$ cat src/rtl/uart_tx_fifo.sv
// 8N1 UART transmitter (LSB first) fed by a small byte FIFO.
// Bytes written on WR_EN are queued; frames go out back-to-back while the FIFO holds data.
//
//   state   | meaning
//   --------+-----------------------------------------------
//   S_IDLE  | line idle high, waiting for a queued byte
//   S_START | start bit (low) for one bit period
//   S_DATA  | eight data bits, LSB first
//   S_STOP  | stop bit (high); chains straight into the next frame

module uart_tx_fifo #(
    parameter int CLK_FREQ   = 100000000,
    parameter int BAUD       = 9600,
    parameter int FIFO_DEPTH = 4
) (
    input  logic       CLK,
    input  logic       RST,
    input  logic       WR_EN,
    input  logic [7:0] DIN,
    output logic       FULL,
    output logic       EMPTY,
    output logic       BUSY,
    output logic       TX
);

    localparam int CLKS_PER_BIT = CLK_FREQ / BAUD;
    localparam int CNT_W        = (CLKS_PER_BIT > 1) ? $clog2(CLKS_PER_BIT) : 1;
    localparam int PTR_W        = $clog2(FIFO_DEPTH);

    localparam logic [CNT_W-1:0] CNT_LAST  = CNT_W'(CLKS_PER_BIT - 1);
    localparam logic [PTR_W:0]   DEPTH_CNT = (PTR_W + 1)'(FIFO_DEPTH);

    typedef enum logic [1:0] {
        S_IDLE,
        S_START,
        S_DATA,
        S_STOP
    } state_t;

    logic [7:0]       mem [FIFO_DEPTH];
    logic [PTR_W-1:0] wr_ptr;
    logic [PTR_W-1:0] rd_ptr;
    logic [PTR_W:0]   count;
    logic [PTR_W:0]   count_next;
    logic             push;
    logic             pop;

    state_t           state;
    state_t           state_next;
    logic [CNT_W-1:0] baud_cnt;
    logic [CNT_W-1:0] baud_next;
    logic [2:0]       bit_idx;
    logic [2:0]       bit_next;
    logic [7:0]       shift;
    logic [7:0]       shift_next;
    logic             bit_end;

    // A write while full is dropped even when a pop happens on the same edge.
    assign push = WR_EN && !FULL;

    always_comb begin
        count_next = count;
        case ({push, pop})
            2'b10:   count_next = count + 1'b1;
            2'b01:   count_next = count - 1'b1;
            default: count_next = count;
        endcase
    end

    always_ff @(posedge CLK) begin
        if (push) begin
            mem[wr_ptr] <= DIN;
        end
    end

    always_ff @(posedge CLK) begin
        if (RST) begin
            wr_ptr <= '0;
            rd_ptr <= '0;
            count  <= '0;
            FULL   <= 1'b0;
            EMPTY  <= 1'b1;
        end else begin
            if (push) begin
                wr_ptr <= wr_ptr + 1'b1;
            end
            if (pop) begin
                rd_ptr <= rd_ptr + 1'b1;
            end
            count <= count_next;
            FULL  <= (count_next == DEPTH_CNT);
            EMPTY <= (count_next == '0);
        end
    end

    assign bit_end = (baud_cnt == CNT_LAST);

    always_comb begin
        state_next = state;
        baud_next  = baud_cnt;
        bit_next   = bit_idx;
        shift_next = shift;
        pop        = 1'b0;

        case (state)
            S_IDLE: begin
                baud_next = '0;
                if (!EMPTY) begin
                    pop        = 1'b1;
                    shift_next = mem[rd_ptr];
                    bit_next   = '0;
                    state_next = S_START;
                end
            end

            S_START: begin
                if (bit_end) begin
                    baud_next  = '0;
                    state_next = S_DATA;
                end else begin
                    baud_next = baud_cnt + 1'b1;
                end
            end

            S_DATA: begin
                if (bit_end) begin
                    baud_next = '0;
                    if (bit_idx == 3'd7) begin
                        state_next = S_STOP;
                    end else begin
                        shift_next = shift >> 1;
                        bit_next   = bit_idx + 3'd1;
                    end
                end else begin
                    baud_next = baud_cnt + 1'b1;
                end
            end

            S_STOP: begin
                if (bit_end) begin
                    baud_next = '0;
                    // Chain the next frame with no idle gap when data is waiting.
                    if (!EMPTY) begin
                        pop        = 1'b1;
                        shift_next = mem[rd_ptr];
                        bit_next   = '0;
                        state_next = S_START;
                    end else begin
                        state_next = S_IDLE;
                    end
                end else begin
                    baud_next = baud_cnt + 1'b1;
                end
            end

            default: begin
                state_next = S_IDLE;
                baud_next  = '0;
            end
        endcase
    end

    always_ff @(posedge CLK) begin
        if (RST) begin
            state    <= S_IDLE;
            baud_cnt <= '0;
            bit_idx  <= '0;
            shift    <= '0;
        end else begin
            state    <= state_next;
            baud_cnt <= baud_next;
            bit_idx  <= bit_next;
            shift    <= shift_next;
        end
    end

    // Line and busy flag are registered from the current state, so they trail it by one edge.
    always_ff @(posedge CLK) begin
        if (RST) begin
            TX   <= 1'b1;
            BUSY <= 1'b0;
        end else begin
            case (state)
                S_START: TX <= 1'b0;
                S_DATA:  TX <= shift[0];
                default: TX <= 1'b1;
            endcase
            BUSY <= (state != S_IDLE);
        end
    end

endmodule

$ cat config.mk
export PLATFORM = sky130hd
export DESIGN_NAME = uart_tx_fifo
export DESIGN_NICKNAME = d
export VERILOG_FILES = /design/src/rtl/uart_tx_fifo.sv
export SDC_FILE = /design/constraint.sdc
export NUM_CORES = 1
export LEC_CHECK = 0
export BUFFER_PORTS_ARGS = -buffer_cell sky130_fd_sc_hd__buf_2
export CORE_ASPECT_RATIO = 2
export CORE_UTILIZATION = 40
export CTS_BUF_LIST = sky130_fd_sc_hd__clkbuf_2
export CTS_CLUSTER_SIZE = 10
export DETAILED_ROUTE_END_ITERATION = 7
export PLACE_DENSITY = 0.61
export REMOVE_ABC_BUFFERS = 1
export SKIP_CTS_REPAIR_TIMING = 1
export SYNTH_ARGS = -nofsm -noshare
export SYNTH_HDL_FRONTEND = slang
export SYNTH_SLANG_ARGS = --single-unit
$ cat constraint.sdc
create_clock -name CLK -period 3.2 [get_ports CLK]
set_clock_uncertainty 0.15 [all_clocks]
set_input_delay 0.32 -clock CLK [delete_from_list [all_inputs] [get_ports CLK]]
set_output_delay 0.32 -clock CLK [all_outputs]
set_load 0.005 [all_outputs]
==> results.json <==
{
  "num_vias": 2019,
  "synth_edf_count": 32,
  "rsz0062_at_grt": "no",
  "finalCritPeriodShare": 0.9370,
  "grt_antenna_before_repair": 1,
  "fp-row-count": 45,
  "cpPeakStageDelay_ns": 0.39,
  "vdd_ir_drop_max_mv": 0.3342,
  "synth_area_leader_cell": "edfxtp_1",
  "yosysMostFrequentCell": "dfxtp_1",
  "syn_area_um2": 3199,
  "gp_congestion": 0.7961,
  "cp-start-kind": "register",
  "clock_latency_ns": 0.52,
  "ys_seq_elements": 72,
  "crit_family": "simple AND/OR/NAND/NOR gates",
  "synth_compound_area_frac": 0.05475,
  "ios": 15,
  "drt_iter0_drc": 61,
  "hold_class": "input port to register",
  "period_minus_slack_ns": 2.998,
  "port_buffers": 14,
  "clock_path_buffers": 2,
  "hold_viol": 0,
  "synth_top_area_frac": 0.3004,
  "postLayoutSetupSlackWorst_ns": 0.2016,
  "synth_top_family_by_area": "simple AND/OR/NAND/NOR gates",
  "fin_nets": 315,
  "viasPerCell": 5.177,
  "cp_num_buf_inv": 0,
  "chipHeight_um": 128.5,
  "die_area_um2": 8382,
  "cts_buffers": 9,
  "async_reset_ff_frac": 0,
  "utilization": 0.4659,
  "syn_avg_cell_area_um2": 12.03,
  "timing.fmax_mhz": 333.5,
  "synth_top_cells_by_area": "edfxtp_1 30%, dfxtp_1 25%, mux4_2 5.6%",
  "grt_pass1_vias": 2079,
  "yosys_warnings": 0,
  "final_area_um2": 3567,
  "dp_slack_ns": 0.1789,
  "cp_max_fo": 8,
  "drc": 0,
  "final.setup.tns_ns": 0,
  "start_util": 0.4178,
  "antenna_left": 0,
  "crit_path_end_kind": "register",
  "h-tree-depth": 3,
  "synth_fa_ha_area_frac": 0.05710,
  "dpl_cell_area_um2": 3342,
  "synth_xor_xnor_area_share": 0.03559,
  "dpl.hpwl_um": 3987,
  "drive_gt1_frac": 0.1797,
  "p_per_area_nw_per_um2": 733.3,
  "synthCells": 266,
  "grt_pass1_wl_um": 9549,
  "dr.pass1.iters": 6,
  "syn_to_final_growth_pct": 11.50,
  "die_w_um": 65.24,
  "synth_simple_gate_area_share": 0.1451,
  "ys_types": 43,
  "tritoncts": "built",
  "run_status": "finished, final reports clean",
  "synthFlopType": "dfxtp_1",
  "seq_area_frac_synth": 0.5506,
  "wl_per_cell_um": 14.63,
  "leakagePower_nw": 1.334,
  "track_usage": 0.1559,
  "max-cap-violations": 0,
  "slew_headroom": 0.5504,
  "gr-total-overflow": 0,
  "critical_path.cell_chain": "ha_1 > and4_4 > and4_4 > and2_1 > o21a_1 > ha_1 > fa_1 > xnor2_1 > or3_1 > a21oi_2 > nor2b_1",
  "coreArea_um2": 7657,
  "slowest_stage": "fa_1",
  "arrival_ns": 3.32,
  "synthMuxAreaShare": 0.1216,
  "tightest_slew_ns": 0.6745,
  "critPathKind": "register to register",
  "required_ns": 3.52,
  "clock-sinks": 72,
  "clockRootBuffer": "clkbuf_2",
  "grt_max_degree": 28,
  "synth_commonest_cells": "40 x dfxtp_1, 32 x edfxtp_1, 25 x nor2_1",
  "drt_wl_total_um": 5706,
  "maxSlewViolCount": 0,
  "clkSlewWorstSetupHoldPaths_ns": 0.18,
  "finalSetupViolations": 0
}
==> cells by family after synthesis <==
group | count (synthesis)
AOI/OAI and AO/OA | 25
DFF | 72
and+or+nand+nor | 90
adders and majority gates | 14
xor gates and xnor gates | 13
muxes | 28
buffers and inverters | 24
==> area by class of cell <==
cell class / count / area [um^2]
Tap cell: 94 / 117.6
Fill cell: 766 / 4090
Clock buffer: 12 / 60.06
Multi-Input combinational cell: 170 / 1329
Clock inverter: 4 / 68.82
Timing Repair Buffer: 27 / 190.2
Antenna cell: 1 / 2.502
Sequential cell: 72 / 1762
Inverter: 10 / 37.54
==> cells in the final DEF (no fill, tap or decap), drive strengths merged, types with 2 or more instances in the layout <==
cell type	synthesis	routed
nor2	25	25
and4	6	6
ha	13	13
and2	6	6
dfxtp	40	40
nand2b	2	2
o311ai	4	4
buf	6	18
mux2	7	7
clkbuf	8	12
dlygate4sd3	0	9
clkinv	1	3
a21oi	8	8
nand3	8	8
or3	4	4
nand2	23	23
nor3b	2	2
o221ai	2	2
bufinv	0	2
a211oi	2	2
mux2i	13	13
xor2	10	10
inv	9	9
nor2b	3	3
o21ai	3	3
xnor2	3	3
edfxtp	32	32
mux4	8	8
nand4	5	5
o21a	2	2
==> tightest hold or removal path: stages <==
cell and delay (ns):
buf_2 0.07, nor2b_1 0.11, buf_4 0.16, xnor2_1 0.07
nor2_1 0.07
==> stage by stage <==
step           hold slack, ns  cells  total power (W)
6_report               0.1877    390         0.002616
4_1_cts               -0.2036    380         0.002651
3_5_place_dp           0.3028    364         0.002073
5_1_grt                0.1958    390         0.002799
2_1_floorplan          0.2367    252         0.001850
3_3_place_gp           0.2886    364         0.002058
==> report_power, final <==
group | switching, W | total [W] | internal (W)
clock | 0.000302 | 0.000567 | 0.000265
combinational | 0.000414 | 0.000814 | 0.000401
sequential | 0.000114 | 0.00123 | 0.00112
==> sequential cells by signal, summed over array words and instances (netlist names), named ones only <==
signal    flops
FULL          1
state         2
EMPTY         1
bit_idx       3
shift         8
TX            1
wr_ptr        2
rd_ptr        2
mem          32
baud_cnt     14
count         3
BUSY          1
==> final timing paths <==
check	depth (start not counted)	endpoint	startpoint	slack, ns
hold reg to reg	2	shift[1]	shift[1]	0.32
setup reg to reg	11	FULL	baud_cnt[0]	0.20
hold / removal	5	wr_ptr[0]	WR_EN	0.19
setup / recovery	11	FULL	baud_cnt[0]	0.20
==> layer usage <==
metal	wire [um]	global-route usage	part of all wire
met5	0	0	0
met4	150	0.09719	0.026
met3	142	0.03989	0.025
met2	3161	0.2759	0.55
met1	2251	0.1581	0.39
(Power assumes the default switching activity.)
